--- config.mk ---
export PLATFORM = sky130hd
export DESIGN_NAME = uart_rx_param
export DESIGN_NICKNAME = d
export VERILOG_FILES = /design/src/rtl/uart_pkg.sv /design/src/rtl/uart_bit_sampler.sv /design/src/rtl/uart_rx_param.sv
export SDC_FILE = /design/constraint.sdc
export NUM_CORES = 1
export LEC_CHECK = 0
export ABC_AREA = 1
export BUFFER_PORTS_ARGS = -buffer_cell sky130_fd_sc_hd__buf_4
export CORE_MARGIN = 1
export CORE_UTILIZATION = 35
export DETAILED_ROUTE_END_ITERATION = 8
export GPL_TIMING_DRIVEN = 0
export PLACE_DENSITY = 0.49
export SYNTH_ARGS = -nofsm -noshare
export SYNTH_HDL_FRONTEND = slang
export SYNTH_SLANG_ARGS = --single-unit
--- constraint.sdc ---
create_clock -name i_clkx16 -period 1.6 [get_ports i_clkx16]
set_input_delay 0.48 -clock i_clkx16 [delete_from_list [all_inputs] [get_ports i_clkx16]]
set_output_delay 0.48 -clock i_clkx16 [all_outputs]
set_load 0.05 [all_outputs]
--- src/rtl/uart_pkg.sv ---
// Shared types and helpers for the parametrised oversampling UART receiver.
// The helpers are pure combinational functions so the sampler and the FSM agree on one definition.
package uart_pkg;

    typedef enum logic [2:0] {
        ST_IDLE    = 3'd0,
        ST_START   = 3'd1,
        ST_DATA    = 3'd2,
        ST_PARITY  = 3'd3,
        ST_STOP    = 3'd4,
        ST_RECOVER = 3'd5
    } state_t;

    localparam int PAR_NONE = 0;
    localparam int PAR_EVEN = 1;
    localparam int PAR_ODD  = 2;

    // Bit decision for one window: 1 when at least half the samples were 1, so a tie gives 1.
    function automatic logic majority(input logic [31:0] ones_cnt, input logic [31:0] win_len);
        logic [32:0] twice;
        twice    = {ones_cnt, 1'b0};
        majority = (twice >= {1'b0, win_len}) ? 1'b1 : 1'b0;
    endfunction

    function automatic logic expected_parity(input logic [8:0] bits, input int mode);
        expected_parity = (mode == PAR_ODD) ? ~(^bits) : (^bits);
    endfunction

endpackage

--- src/rtl/uart_bit_sampler.sv ---
// Counts rx_s ones across one OVERSAMPLE-cycle window and reports the majority bit
// on the window's last sample, together with a window-end strobe.
module uart_bit_sampler #(
    parameter int OVERSAMPLE = 16
) (
    input  logic i_clkx16,
    input  logic i_reset,
    input  logic i_clear,
    input  logic i_rx_s,
    output logic o_win_end,
    output logic o_bit_val
);
    import uart_pkg::*;

    localparam int CNT_W  = $clog2(OVERSAMPLE);
    localparam int ONES_W = $clog2(OVERSAMPLE + 1);
    localparam logic [CNT_W-1:0] CNT_LAST = CNT_W'(OVERSAMPLE - 1);
    localparam logic [CNT_W-1:0] CNT_ONE  = CNT_W'(1);

    logic [CNT_W-1:0]  r_cnt;
    logic [ONES_W-1:0] r_ones;
    logic [ONES_W-1:0] w_ones_tot;
    logic              w_win_end;

    // The current sample is folded in so the decision includes the window's last sample.
    always_comb begin
        w_ones_tot = r_ones + ONES_W'(i_rx_s);
        w_win_end  = (~i_clear) & ((r_cnt == CNT_LAST) ? 1'b1 : 1'b0);
    end

    assign o_win_end = w_win_end;
    assign o_bit_val = majority(32'(w_ones_tot), 32'(OVERSAMPLE));

    // Sample counter and ones accumulator; both restart at every window end.
    always_ff @(posedge i_clkx16) begin
        if (i_reset) begin
            r_cnt  <= '0;
            r_ones <= '0;
        end else if (i_clear || w_win_end) begin
            r_cnt  <= '0;
            r_ones <= '0;
        end else begin
            r_cnt  <= r_cnt + CNT_ONE;
            r_ones <= w_ones_tot;
        end
    end

endmodule

--- src/rtl/uart_rx_param.sv ---
// Parametrised UART receiver: synchronises rx, sequences bit windows through the frame
// and delivers each good word with a one-cycle load pulse; bad stop bits drop the word.
module uart_rx_param #(
    parameter int DATA_BITS  = 8,
    parameter int OVERSAMPLE = 16,
    parameter int PARITY     = 0,
    parameter int STOP_BITS  = 1,
    parameter int MSB_FIRST  = 1
) (
    input  logic                 i_clkx16,
    input  logic                 i_reset,
    input  logic                 i_rx,
    output logic [DATA_BITS-1:0] o_data,
    output logic                 o_load,
    output logic                 o_parity_err,
    output logic                 o_frame_err,
    output logic                 o_busy
);
    import uart_pkg::*;

    localparam int BIT_W = $clog2(DATA_BITS);
    localparam logic [BIT_W-1:0] BIT_LAST = BIT_W'(DATA_BITS - 1);
    localparam logic [BIT_W-1:0] BIT_ONE  = BIT_W'(1);
    localparam logic STOP_LAST  = (STOP_BITS == 2) ? 1'b1 : 1'b0;
    localparam logic HAS_PARITY = (PARITY != PAR_NONE) ? 1'b1 : 1'b0;

    logic r_sync1;
    logic r_sync2;
    logic w_rx_s;

    state_t               r_state;
    state_t               w_state_nxt;
    logic [BIT_W-1:0]     r_bit_idx;
    logic [BIT_W-1:0]     w_bit_idx_nxt;
    logic [DATA_BITS-1:0] r_shift;
    logic [DATA_BITS-1:0] w_shift_nxt;
    logic [DATA_BITS-1:0] w_shifted;
    logic                 r_stop_idx;
    logic                 w_stop_idx_nxt;
    logic                 r_par_bad;
    logic                 w_par_bad_nxt;
    logic                 r_armed;
    logic                 w_armed_nxt;
    logic [DATA_BITS-1:0] r_data;
    logic [DATA_BITS-1:0] w_data_nxt;
    logic                 r_load;
    logic                 w_load_nxt;
    logic                 r_parity_err;
    logic                 w_parity_err_nxt;
    logic                 r_frame_err;
    logic                 w_frame_err_nxt;
    logic                 r_busy;

    logic w_clear;
    logic w_win_end;
    logic w_bit_val;

    assign w_rx_s  = r_sync2;
    assign w_clear = ((r_state == ST_IDLE) || (r_state == ST_RECOVER)) ? 1'b1 : 1'b0;

    // Two-flop synchroniser; flops reset high so reset never looks like a start bit.
    always_ff @(posedge i_clkx16) begin
        if (i_reset) begin
            r_sync1 <= 1'b1;
            r_sync2 <= 1'b1;
        end else begin
            r_sync1 <= i_rx;
            r_sync2 <= r_sync1;
        end
    end

    uart_bit_sampler #(
        .OVERSAMPLE(OVERSAMPLE)
    ) u_sampler (
        .i_clkx16 (i_clkx16),
        .i_reset  (i_reset),
        .i_clear  (w_clear),
        .i_rx_s   (w_rx_s),
        .o_win_end(w_win_end),
        .o_bit_val(w_bit_val)
    );

    assign w_shifted = (MSB_FIRST != 0) ? {r_shift[DATA_BITS-2:0], w_bit_val}
                                        : {w_bit_val, r_shift[DATA_BITS-1:1]};

    // Next-state and datapath decisions, all taken at window ends.
    always_comb begin
        w_state_nxt      = r_state;
        w_bit_idx_nxt    = r_bit_idx;
        w_shift_nxt      = r_shift;
        w_stop_idx_nxt   = r_stop_idx;
        w_par_bad_nxt    = r_par_bad;
        w_data_nxt       = r_data;
        w_load_nxt       = 1'b0;
        w_parity_err_nxt = 1'b0;
        w_frame_err_nxt  = 1'b0;
        w_armed_nxt      = r_armed | (((r_state == ST_IDLE) && w_rx_s) ? 1'b1 : 1'b0);

        case (r_state)
            ST_IDLE: begin
                if (r_armed && !w_rx_s) begin
                    w_state_nxt = ST_START;
                end else begin
                    w_state_nxt = ST_IDLE;
                end
            end
            ST_START: begin
                if (w_win_end) begin
                    if (w_bit_val) begin
                        w_state_nxt = ST_IDLE;
                    end else begin
                        w_state_nxt    = ST_DATA;
                        w_bit_idx_nxt  = '0;
                        w_stop_idx_nxt = 1'b0;
                        w_par_bad_nxt  = 1'b0;
                    end
                end else begin
                    w_state_nxt = ST_START;
                end
            end
            ST_DATA: begin
                if (w_win_end) begin
                    w_shift_nxt = w_shifted;
                    if (r_bit_idx == BIT_LAST) begin
                        w_bit_idx_nxt = '0;
                        w_state_nxt   = HAS_PARITY ? ST_PARITY : ST_STOP;
                    end else begin
                        w_bit_idx_nxt = r_bit_idx + BIT_ONE;
                    end
                end else begin
                    w_state_nxt = ST_DATA;
                end
            end
            ST_PARITY: begin
                if (w_win_end) begin
                    w_par_bad_nxt = (w_bit_val != expected_parity(9'(r_shift), PARITY)) ? 1'b1 : 1'b0;
                    w_state_nxt   = ST_STOP;
                end else begin
                    w_state_nxt = ST_PARITY;
                end
            end
            ST_STOP: begin
                if (w_win_end) begin
                    if (!w_bit_val) begin
                        w_frame_err_nxt = 1'b1;
                        w_state_nxt     = ST_RECOVER;
                    end else if (r_stop_idx == STOP_LAST) begin
                        w_data_nxt       = r_shift;
                        w_load_nxt       = 1'b1;
                        w_parity_err_nxt = r_par_bad;
                        w_state_nxt      = ST_IDLE;
                    end else begin
                        w_stop_idx_nxt = 1'b1;
                    end
                end else begin
                    w_state_nxt = ST_STOP;
                end
            end
            ST_RECOVER: begin
                if (w_rx_s) begin
                    w_state_nxt = ST_IDLE;
                end else begin
                    w_state_nxt = ST_RECOVER;
                end
            end
            default: begin
                w_state_nxt = ST_IDLE;
            end
        endcase
    end

    // FSM state register.
    always_ff @(posedge i_clkx16) begin
        if (i_reset) begin
            r_state <= ST_IDLE;
        end else begin
            r_state <= w_state_nxt;
        end
    end

    // Frame datapath and registered outputs.
    always_ff @(posedge i_clkx16) begin
        if (i_reset) begin
            r_bit_idx    <= '0;
            r_shift      <= '0;
            r_stop_idx   <= 1'b0;
            r_par_bad    <= 1'b0;
            r_armed      <= 1'b0;
            r_data       <= '0;
            r_load       <= 1'b0;
            r_parity_err <= 1'b0;
            r_frame_err  <= 1'b0;
            r_busy       <= 1'b0;
        end else begin
            r_bit_idx    <= w_bit_idx_nxt;
            r_shift      <= w_shift_nxt;
            r_stop_idx   <= w_stop_idx_nxt;
            r_par_bad    <= w_par_bad_nxt;
            r_armed      <= w_armed_nxt;
            r_data       <= w_data_nxt;
            r_load       <= w_load_nxt;
            r_parity_err <= w_parity_err_nxt;
            r_frame_err  <= w_frame_err_nxt;
            r_busy       <= (w_state_nxt != ST_IDLE) ? 1'b1 : 1'b0;
        end
    end

    assign o_data       = r_data;
    assign o_load       = r_load;
    assign o_parity_err = r_parity_err;
    assign o_frame_err  = r_frame_err;
    assign o_busy       = r_busy;

endmodule

==> results of run 1 <==
[routing by layer]
metal	global-route usage (%)	share of wire (%)	up-vias
li1	-	-	807
met5	0	0	-
met4	7.19	1.8	0
met1	19.7	54	680
met3	3.73	2.9	5
met2	21.0	41	18
[layout make-up]
class | instances | area [sq um]
sequential | 39 | 786
timing repair buffer | 20 | 170
fill | 504 | 2590
multi-input combinational | 162 | 947
clock buffer | 6 | 72.6
buffer | 5 | 23.8
tap | 67 | 83.8
inverter | 29 | 109
[power groups by stage]
stage	logic [mW]	clock network [mW]	registers, mW
2_1_floorplan	0.0294	0	1.01
3_3_place_gp	0.0453	0	1.00
3_5_place_dp	0.0447	0	1.00
4_1_cts	0.0464	0.643	0.981
5_1_grt	0.0561	0.668	0.982
6_report	0.0504	0.605	0.981
[what timing repair did]
item	4_1_cts	5_1_grt
hold buffers	0	0
setup buffers	2	5
hold endpoints to repair	0	0
gates cloned	0	2
endpoints found under the setup margin	19	17
pin swaps	7	8
resized for setup	10	10
[path summary, 6_finish.rpt]
check / cells past startpoint / from / slack (ns) / end
min reg2reg: 1 / r_sync1 / 0.41 / r_sync2
max: 9 / r_sync2 / 0.02 / o_data[7]
min: 2 / i_rx / 0.38 / r_sync1
max reg2reg: 9 / r_sync2 / 0.02 / o_data[7]
[worst max-delay path: stages, from the launching register on]
cell and delay [ns]:
dfxtp_4 0.36, ha_4 0.17, ha_4 0.16, nand4_1 0.10, nand2_2 0.10, nor2_8 0.18, buf_12 0.14, nor2_8 0.05
buf_4 0.14, a21oi_2 0.11
[sequential cells by signal (all words and copies together), names as in the netlist, 3 cells and up]
| name | flops |
|---|---|
| u_sampler.r_cnt | 4 |
| u_sampler.r_ones | 5 |
| r_state | 3 |
| r_bit_idx | 3 |
| o_data | 8 |
| r_shift | 8 |
[metrics by stage]
| stage | hold WS (ns) | std cells | area, sq um |
|---|---|---|---|
| final | 0.380 | 328 | 2190 |
| after CTS | 0.369 | 321 | 2090 |
| after detailed placement | 0.400 | 314 | 1960 |
| after floorplan | 0.389 | 234 | 1780 |
| after global placement | 0.393 | 314 | 1960 |
| after global routing | 0.369 | 328 | 2190 |
[logic make-up after synthesis]
logic type / Yosys count / synth area share (%)
flops: 39 / 44.1
simple gates: 114 / 31.3
buf+inv: 35 / 8.12
xor+xnor: 2 / 0.989
compound gates: 39 / 12.0
fa+ha+maj: 5 / 3.53
[cell usage in the layout (no fill, tap or decap), drive strengths merged]
cell / n
a21oi: 21
a211oi: 1
a22oi: 1
nor3b: 1
nand3: 14
nor3: 8
nand2: 62
and3: 1
nand4: 4
xnor2: 1
inv: 28
dfxtp: 39
ha: 5
clkinv: 1
nor2: 23
buf: 22
or2: 3
o21ai: 16
xor2: 1
clkbuf: 9
[cells in the mapped netlist]
master	n
a211oi_2	1
a21oi_1	20
a21oi_2	1
a22oi_1	1
and3_1	1
buf_2	1
buf_4	1
buf_6	1
clkbuf_1	3
clkinv_1	1
dfxtp_1	39
ha_1	5
inv_1	22
inv_2	6
nand2_1	58
nand2_2	4
nand3_1	13
nand3_4	1
nand4_1	4
nor2_1	17
nor2_2	2
nor2_8	2
nor3_1	5
nor3_2	3
nor3b_1	1
o21ai_1	15
o21ai_2	1
or2_1	1
or2_2	2
xnor2_1	1
xor2_1	1
==> reports/summary.txt, run 1 <==
Status: completed
P_leak: 0.970 nW
Placeable Area: 4790 sq um
Reg power frac: 59.9%
Vias: 1,510
Worst-path clk slew: 0.07 ns
Num rows: 25
CTS tree: done
Worst-Skew Late Latency: 0.29 ns
Yosys cell types: 31
TNS Setup: 0 ns
Bufs on Longest Clock Path: 2
Pwr Density: 747 nW/um^2
H-tree level count: 2
Final Setup Violations: 0
Inserted Clock Buffers: 5
Clock Skew: 0.00673 ns
First-pass DRT Iterations: 4
Initial Utilization: 37.0%
Max Clk Rate: 632 MHz
Post-DR vias/cell: 4.60
Switching power: 351 uW
Root Buffer: clkbuf_8
Die H: 73.1 um
Worst Path Arrival: 1.81 ns
Post-layout nets: 270
Worst slack, placed: -0.194 ns
First-pass GRT wire length: 5.84 mm
Initial antenna violation count: 0
Share of cells above drive strength 1: 25.3%
DRT iter0 DRCs: 63
Port Buffers: 13
Peak VDD IR: 0.000360 V
Post-synth top area cell: dfxtp_1
Final Worst Setup Slack: 0.0187 ns
Final hold vios: 0
Clock power frac: 37.0%
RSZ-0062 raised after global routing: true
Syn Area/Cell: 7.57 sq um
Int Pwr: 1.29 mW
GPL Wtd Cong: 0.829
I/O pins: 15
Combinational power share: 3.1%
Period utilisation layout: 98.8%
WS Path Type: reg -> reg
CP Max Fanout: 8
Residual DRC count: 0
Area grow syn2layout: 23.7%
Top cells by area, synth: dfxtp_1 (44%), nand2_1 (12%), a21oi_1 (5.6%)
Tightest Pin Transition: 0.507 ns
DR WL/cell: 11.3 um
Crit start category: register
Antenna-violating nets left: 0
Final Total Pwr: 1.64 mW
Ant diodes: 0
Syn nets: 242
Post-Synthesis Cell Area: 1770 sq um
Yosys reg bits: 39
Minimum clock period: 1.58 ns
Syn Inst Count: 234
GR Overflow Total: 0
Vias in the first global route: 1,296
Largest net degree at the start of global routing: 18
Sw Ratio: 21.5%
Max Slew Vio Count: 0
# clock sinks: 39
Share of the synthesized area in the top cell type: 44.1%
Die ar.: 5350 sq um
Chip width: 73.1 um
Critical path required time: 1.83 ns
GRT Overall Usage: 14.5%
Max cap viols: 0
Post-layout util: 45.8%
Routed WL: 3.71 mm
DP Wirelength: 2.50 mm
Seq/Total Area, Yosys: 44.1%
Worst slew margin: 66.2%
Crit. End Element: register
Ys Warns: 0
Hold/Removal Path Class: in -> reg
(Power assumes the default switching activity.)
==> run 2: changes to the inputs <==
--- a/config.mk
+++ b/config.mk
@@ -7,11 +7,13 @@
 export LEC_CHECK = 0
 export ABC_AREA = 1
 export BUFFER_PORTS_ARGS = -buffer_cell sky130_fd_sc_hd__buf_4
+export CELL_PAD_IN_SITES_DETAIL_PLACEMENT = 1
+export CELL_PAD_IN_SITES_GLOBAL_PLACEMENT = 2
 export CORE_MARGIN = 1
-export CORE_UTILIZATION = 35
+export CORE_UTILIZATION = 30
 export DETAILED_ROUTE_END_ITERATION = 8
 export GPL_TIMING_DRIVEN = 0
-export PLACE_DENSITY = 0.49
+export PLACE_DENSITY = 0.69
 export SYNTH_ARGS = -nofsm -noshare
 export SYNTH_HDL_FRONTEND = slang
 export SYNTH_SLANG_ARGS = --single-unit
==> run 2 against run 1 <==
  * The run now ends with negative setup slack left
  * Power grew 16%
  * First-iteration DRC count shrank 19%
  * Die area up 16%
  * Critical endpoint is now r_bit_idx[0]
  * Largest cell class unchanged
==> reports/summary.txt, run 2 (synthesis gave the netlist of run 1 again) <==
Initial Utilization: 31.6%
Chip width: 78.9 um
Filler cells: 708
GR Overflow Total: 0
Violated checks: negative setup slack
Post-route cell area: 2340 sq um
Placed Area: 1960 sq um
Critical Path Max Stage Delay: 0.36 ns
Peak VDD IR: 0.000417 V
Int Pwr: 1.50 mW
Port Buffers: 13
Bufs on Longest Clock Path: 2
# clock sinks: 39
M3 GR Usage: 3.45%
GR Util met1: 22.0%
Combinational power share: 2.8%
CP Cell Sequence: ha_4 > ha_4 > nand4_1 > nand2_4 > nor2_8 > buf_12 > nand3_4 > nand2_4 > nand2_1 > a21oi_1
Inserted Clock Buffers: 5
Post-layout nets: 274
CP Max Fanout: 5
GPL Wtd Cong: 0.696
Initial antenna violation count: 0
Clock Skew: 0.00723 ns
Switching power: 396 uW
Clock power frac: 45.4%
Reg power frac: 51.8%
Placeable Area: 5610 sq um
Final Setup Violations: 4
Critical path required time: 1.82 ns
Max Slew Vio Count: 0
RSZ-0062 raised after global routing: true
Worst Path Arrival: 1.85 ns
Vias in the first global route: 1,572
Vias: 1,556
Root Buffer: clkbuf_8
Crit. End Element: register
Num rows: 27
Crit start category: register
Final hold vios: 0
Post-layout util: 41.7%
DR WL/cell: 12.9 um
Antenna-violating nets left: 0
Final Worst Setup Slack: -0.0314 ns
Worst slew margin: 60.2%
P_leak: 1.05 nW
Sw Ratio: 20.9%
Status: finished, violations left
DP Wirelength: 2.94 mm
Tightest Pin Transition: 0.597 ns
Share of cells above drive strength 1: 32.6%
Global routing's busiest layer: met2
Minimum clock period: 1.63 ns
Post-DR vias/cell: 4.59
DRT iter0 DRCs: 51
Die H: 78.9 um
Worst-path clk slew: 0.07 ns
Met2 layer usage reported by global route: 24.6%
CTS tree: done
Hold/Removal Path Class: in -> reg
Worst slack, placed: -0.228 ns
Hold WS: 0.370 ns
Area grow syn2layout: 32.1%
GRT Overall Usage: 16.2%
Largest net degree at the start of global routing: 13
Die ar.: 6220 sq um
Worst-Skew Late Latency: 0.29 ns
Worst hold path depth: 2
Ant diodes: 0
Residual DRC count: 0
WS Path Type: reg -> reg
Most frequent cells in the layout: nand2_1 (53), dfxtp_1 (36), buf_4 (21), inv_1 (20), nor2_1 (17)
First-pass DRT Iterations: 4
CP max stage cell: dfxtp_4
Pwr Density: 810 nW/um^2
Max cap viols: 0
Period utilisation layout: 102%
Max Clk Rate: 613 MHz
FF-to-FF path depth: 10
TNS Setup: -0.0958 ns
Commonest non-fill, non-tap cell in the layout: nand2_1
H-tree level count: 2
I/O pins: 15
Routed WL: 4.38 mm
First-pass GRT wire length: 7.73 mm
==> run 2: changes by cell type in the layout (fill, tap and decap cells not counted), sizes merged <==
cell	delta
clkbuf	-1
clkinv	+1
buf	+7
nor2	-2
bufinv	+1
==> run 2: area by class of cell <==
| cell class | count | area, sq um | area share [%] |
|---|---|---|---|
| plain buffers | 6 | 40.0 | 1.71 |
| clock buffers | 6 | 82.6 | 3.53 |
| clock inverters | 2 | 35.0 | 1.50 |
| inverters | 29 | 109 | 4.65 |
| multi-input cells | 160 | 981 | 41.9 |
| flip-flops and latches | 39 | 787 | 33.6 |
| well taps | 72 | 90.1 | 3.85 |
| repair buffers | 25 | 215 | 9.20 |
==> run 2: worst max-delay path, delay by kind of cell, from the launching register on <==
kind | cells | cell delay, ns
AO/OA/AOI/OAI | 1 | 0.12
adder cells (fa/ha/maj) | 2 | 0.33
buffers and inverters | 1 | 0.13
flip-flops | 1 | 0.36
AND/OR/NAND/NOR | 6 | 0.61
==> run 2: repair_timing <==
action,in CTS,in global routing
resized for setup,21,23
gates cloned,1,0
pin swaps,9,7
endpoints found under the setup margin,19,34
hold buffers,0,0
buffers inserted,9,4
==> run 2: worst paths after layout <==
path / from / end / slack, ns
worst min-delay path: i_rx / r_sync1 / 0.37
worst max-delay path: r_sync2 / r_bit_idx[0] / -0.03
worst min register to register: r_sync1 / r_sync2 / 0.41
worst max register to register: r_sync2 / r_bit_idx[0] / -0.03
==> run 2: power by group through the flow <==
stage	clock network (mW)	logic (mW)	registers [mW]
2_1_floorplan	0	0.0294	1.01
3_3_place_gp	0	0.0469	1.00
3_5_place_dp	0	0.0472	1.00
4_1_cts	0.887	0.0516	0.980
5_1_grt	0.933	0.0613	0.982
6_report	0.861	0.0534	0.981
==> run 2: layer usage <==
layer  vias to the layer above  part of all wire [%]
met1                       715                    51
met5                         -                     0
li1                        820                     -
met4                         0                   2.0
met3                         7                   2.0
met2                        14                    44
==> run 2: stage by stage <==
stage	total power [mW]	std cells
floorplan	1.04	234
global placement	1.05	319
detailed placement	1.05	319
CTS	1.92	337
global route	1.98	339
finish	1.90	339
==> run 3: changes to the inputs <==
==> constraint.sdc (replaced) <==
create_clock -name i_clkx16 -period 1.6 [get_ports i_clkx16]
set_input_delay 0.48 -clock i_clkx16 [delete_from_list [all_inputs] [get_ports i_clkx16]]
set_output_delay 0.48 -clock i_clkx16 [all_outputs]
set_load 0.005 [all_outputs]
==> run 3 against run 2 <==
  * The flow still finishes with violations (negative setup slack)
  * Flip-flop and latch count unchanged
  * Register-to-register slack gained 0.02 ns
  * Combinational power is 9.9% lower
  * Cell count fell by 2.1%
  * Count of clock-buffer cells in the layout did not move
  * Worst setup slack better by 0.024 ns
  * Power down 9.7%
  * Maximum frequency up 1.5%
  * Highest routed layer unchanged
  * Non-clock buffer count decreased by 6
==> reports/summary.txt, run 3 (synthesis gave the netlist of run 1 again) <==
Num rows: 27
Period utilisation layout: 100%
Filler cells: 699
Inserted Clock Buffers: 5
Worst Path Arrival: 1.84 ns
H-tree level count: 2
Post-DR vias/cell: 4.61
Port Buffers: 13
Crit start category: register
CP max stage cell: dfxtp_4
Initial antenna violation count: 0
Register area: 787 sq um
GR Overflow Total: 0
Max Clk Rate: 622 MHz
Routed WL: 4.14 mm
Post-layout util: 39.1%
# hold bufs at CTS: 0
Residual DRC count: 0
Antenna-violating nets left: 0
I/O pins: 15
Initial Utilization: 31.6%
Minimum clock period: 1.61 ns
Status: finished, violations left
DP Wirelength: 2.93 mm
Die H: 78.9 um
Worst-path clk slew: 0.07 ns
First-pass DRT Iterations: 4
Post-layout nets: 268
Final Total Pwr: 1.71 mW
Max cap viols: 0
Critical Path Max Stage Delay: 0.36 ns
Clock Skew: 0.00500 ns
Vias in the first global route: 1,541
Placeable Area: 5610 sq um
Crit. End Element: register
Max Slew Vio Count: 0
Share of cells above drive strength 1: 26.9%
CP Buf/Inv Count: 1
Critical path required time: 1.83 ns
Root Buffer: clkbuf_8
CP delay by family, top: simple AND/OR/NAND/NOR gates
Violated checks: negative setup slack
Hold/Removal Path Class: in -> reg
Peak VDD IR: 0.000359 V
# clock sinks: 39
GRT Overall Usage: 15.2%
Worst slew margin: 62.0%
Tightest Pin Transition: 0.569 ns
Final Worst Setup Slack: -0.00747 ns
Largest net degree at the start of global routing: 12
GPL Wtd Cong: 0.705
P_leak: 0.966 nW
Bufs on Longest Clock Path: 2
First-pass GRT wire length: 7.25 mm
TNS Setup: -0.00747 ns
Commonest non-fill, non-tap cell in the layout: nand2_1
CP Cell Sequence: ha_4 > ha_4 > nand4_1 > nand2_4 > nor2_8 > buf_4 > nand3_1 > nand3_1 > nand2_1 > nor2_1
Area grow syn2layout: 23.8%
CTS tree: done
DR WL/cell: 12.5 um
Chip width: 78.9 um
WS Path Type: reg -> reg
Most frequent cells in the layout: nand2_1 (52), dfxtp_1 (36), inv_1 (21), buf_4 (20), a21oi_1 (19)
Ant diodes: 0
Final Setup Violations: 1
Worst-Skew Late Latency: 0.29 ns
Pwr Density: 780 nW/um^2
Area occupied by multi-input gates: 938 sq um
Final hold vios: 0
CP Max Fanout: 7
Vias: 1,529
RSZ-0062 raised after global routing: true
DRT iter0 DRCs: 43
Die ar.: 6220 sq um
## run 3: cell count changes in the layout (fill, tap and decap cells not counted), sizes merged
cell	previous run	this run
buf	29	22
bufinv	1	0
clkbuf	8	9
## run 3: where the power goes
part	switching, mW	leakage [nW]	internal [mW]
logic	0.0306	0.603	0.0175
registers	0.00498	0.316	0.976
clock network	0.344	0.0470	0.338
total	0.379	0.966	1.33
## run 3: repair_timing
item                                    4_1_cts  5_1_grt
setup buffers                                 2        4
pin swaps                                     3        9
endpoints found under the setup margin       19       29
gates resized for setup                      10       16
## run 3: routing by layer
metal / wire, um / track usage [%]
met1: 2210 / 20.2
met3: 104 / 3.91
met4: 61 / 6.00
met5: 0 / 0
met2: 1770 / 23.4
## run 3: stage by stage
| stage | hold slack, ns | area (sq um) | std cells | setup slack, ns |
|---|---|---|---|---|
| 2_1_floorplan | 0.389 | 1770 | 234 | 0.0000111 |
| 3_3_place_gp | 0.391 | 1960 | 319 | -0.213 |
| 3_5_place_dp | 0.403 | 1960 | 319 | -0.224 |
| 4_1_cts | 0.363 | 2110 | 328 | -0.0492 |
| 5_1_grt | 0.367 | 2190 | 332 | -0.113 |
| 6_report | 0.372 | 2190 | 332 | -0.00747 |
## run 3: path summary, 6_finish.rpt
path                start         to  slack, ns  cells past startpoint
setup reg to reg  r_sync2  r_par_bad     -0.007                     10
setup / recovery  r_sync2  r_par_bad     -0.007                     10
hold / removal       i_rx    r_sync1       0.37                      2
hold reg to reg   r_sync1    r_sync2       0.41                      1
## run 3: area by class of cell
cell class | instances | area share, %
Inverter | 29 | 4.96
Sequential cell | 39 | 35.9
Tap cell | 72 | 4.11
Buffer | 6 | 1.77
Clock inverter | 1 | 0.228
Timing Repair Buffer | 19 | 6.50
Multi-Input combinational cell | 160 | 42.8
Clock buffer | 6 | 3.76
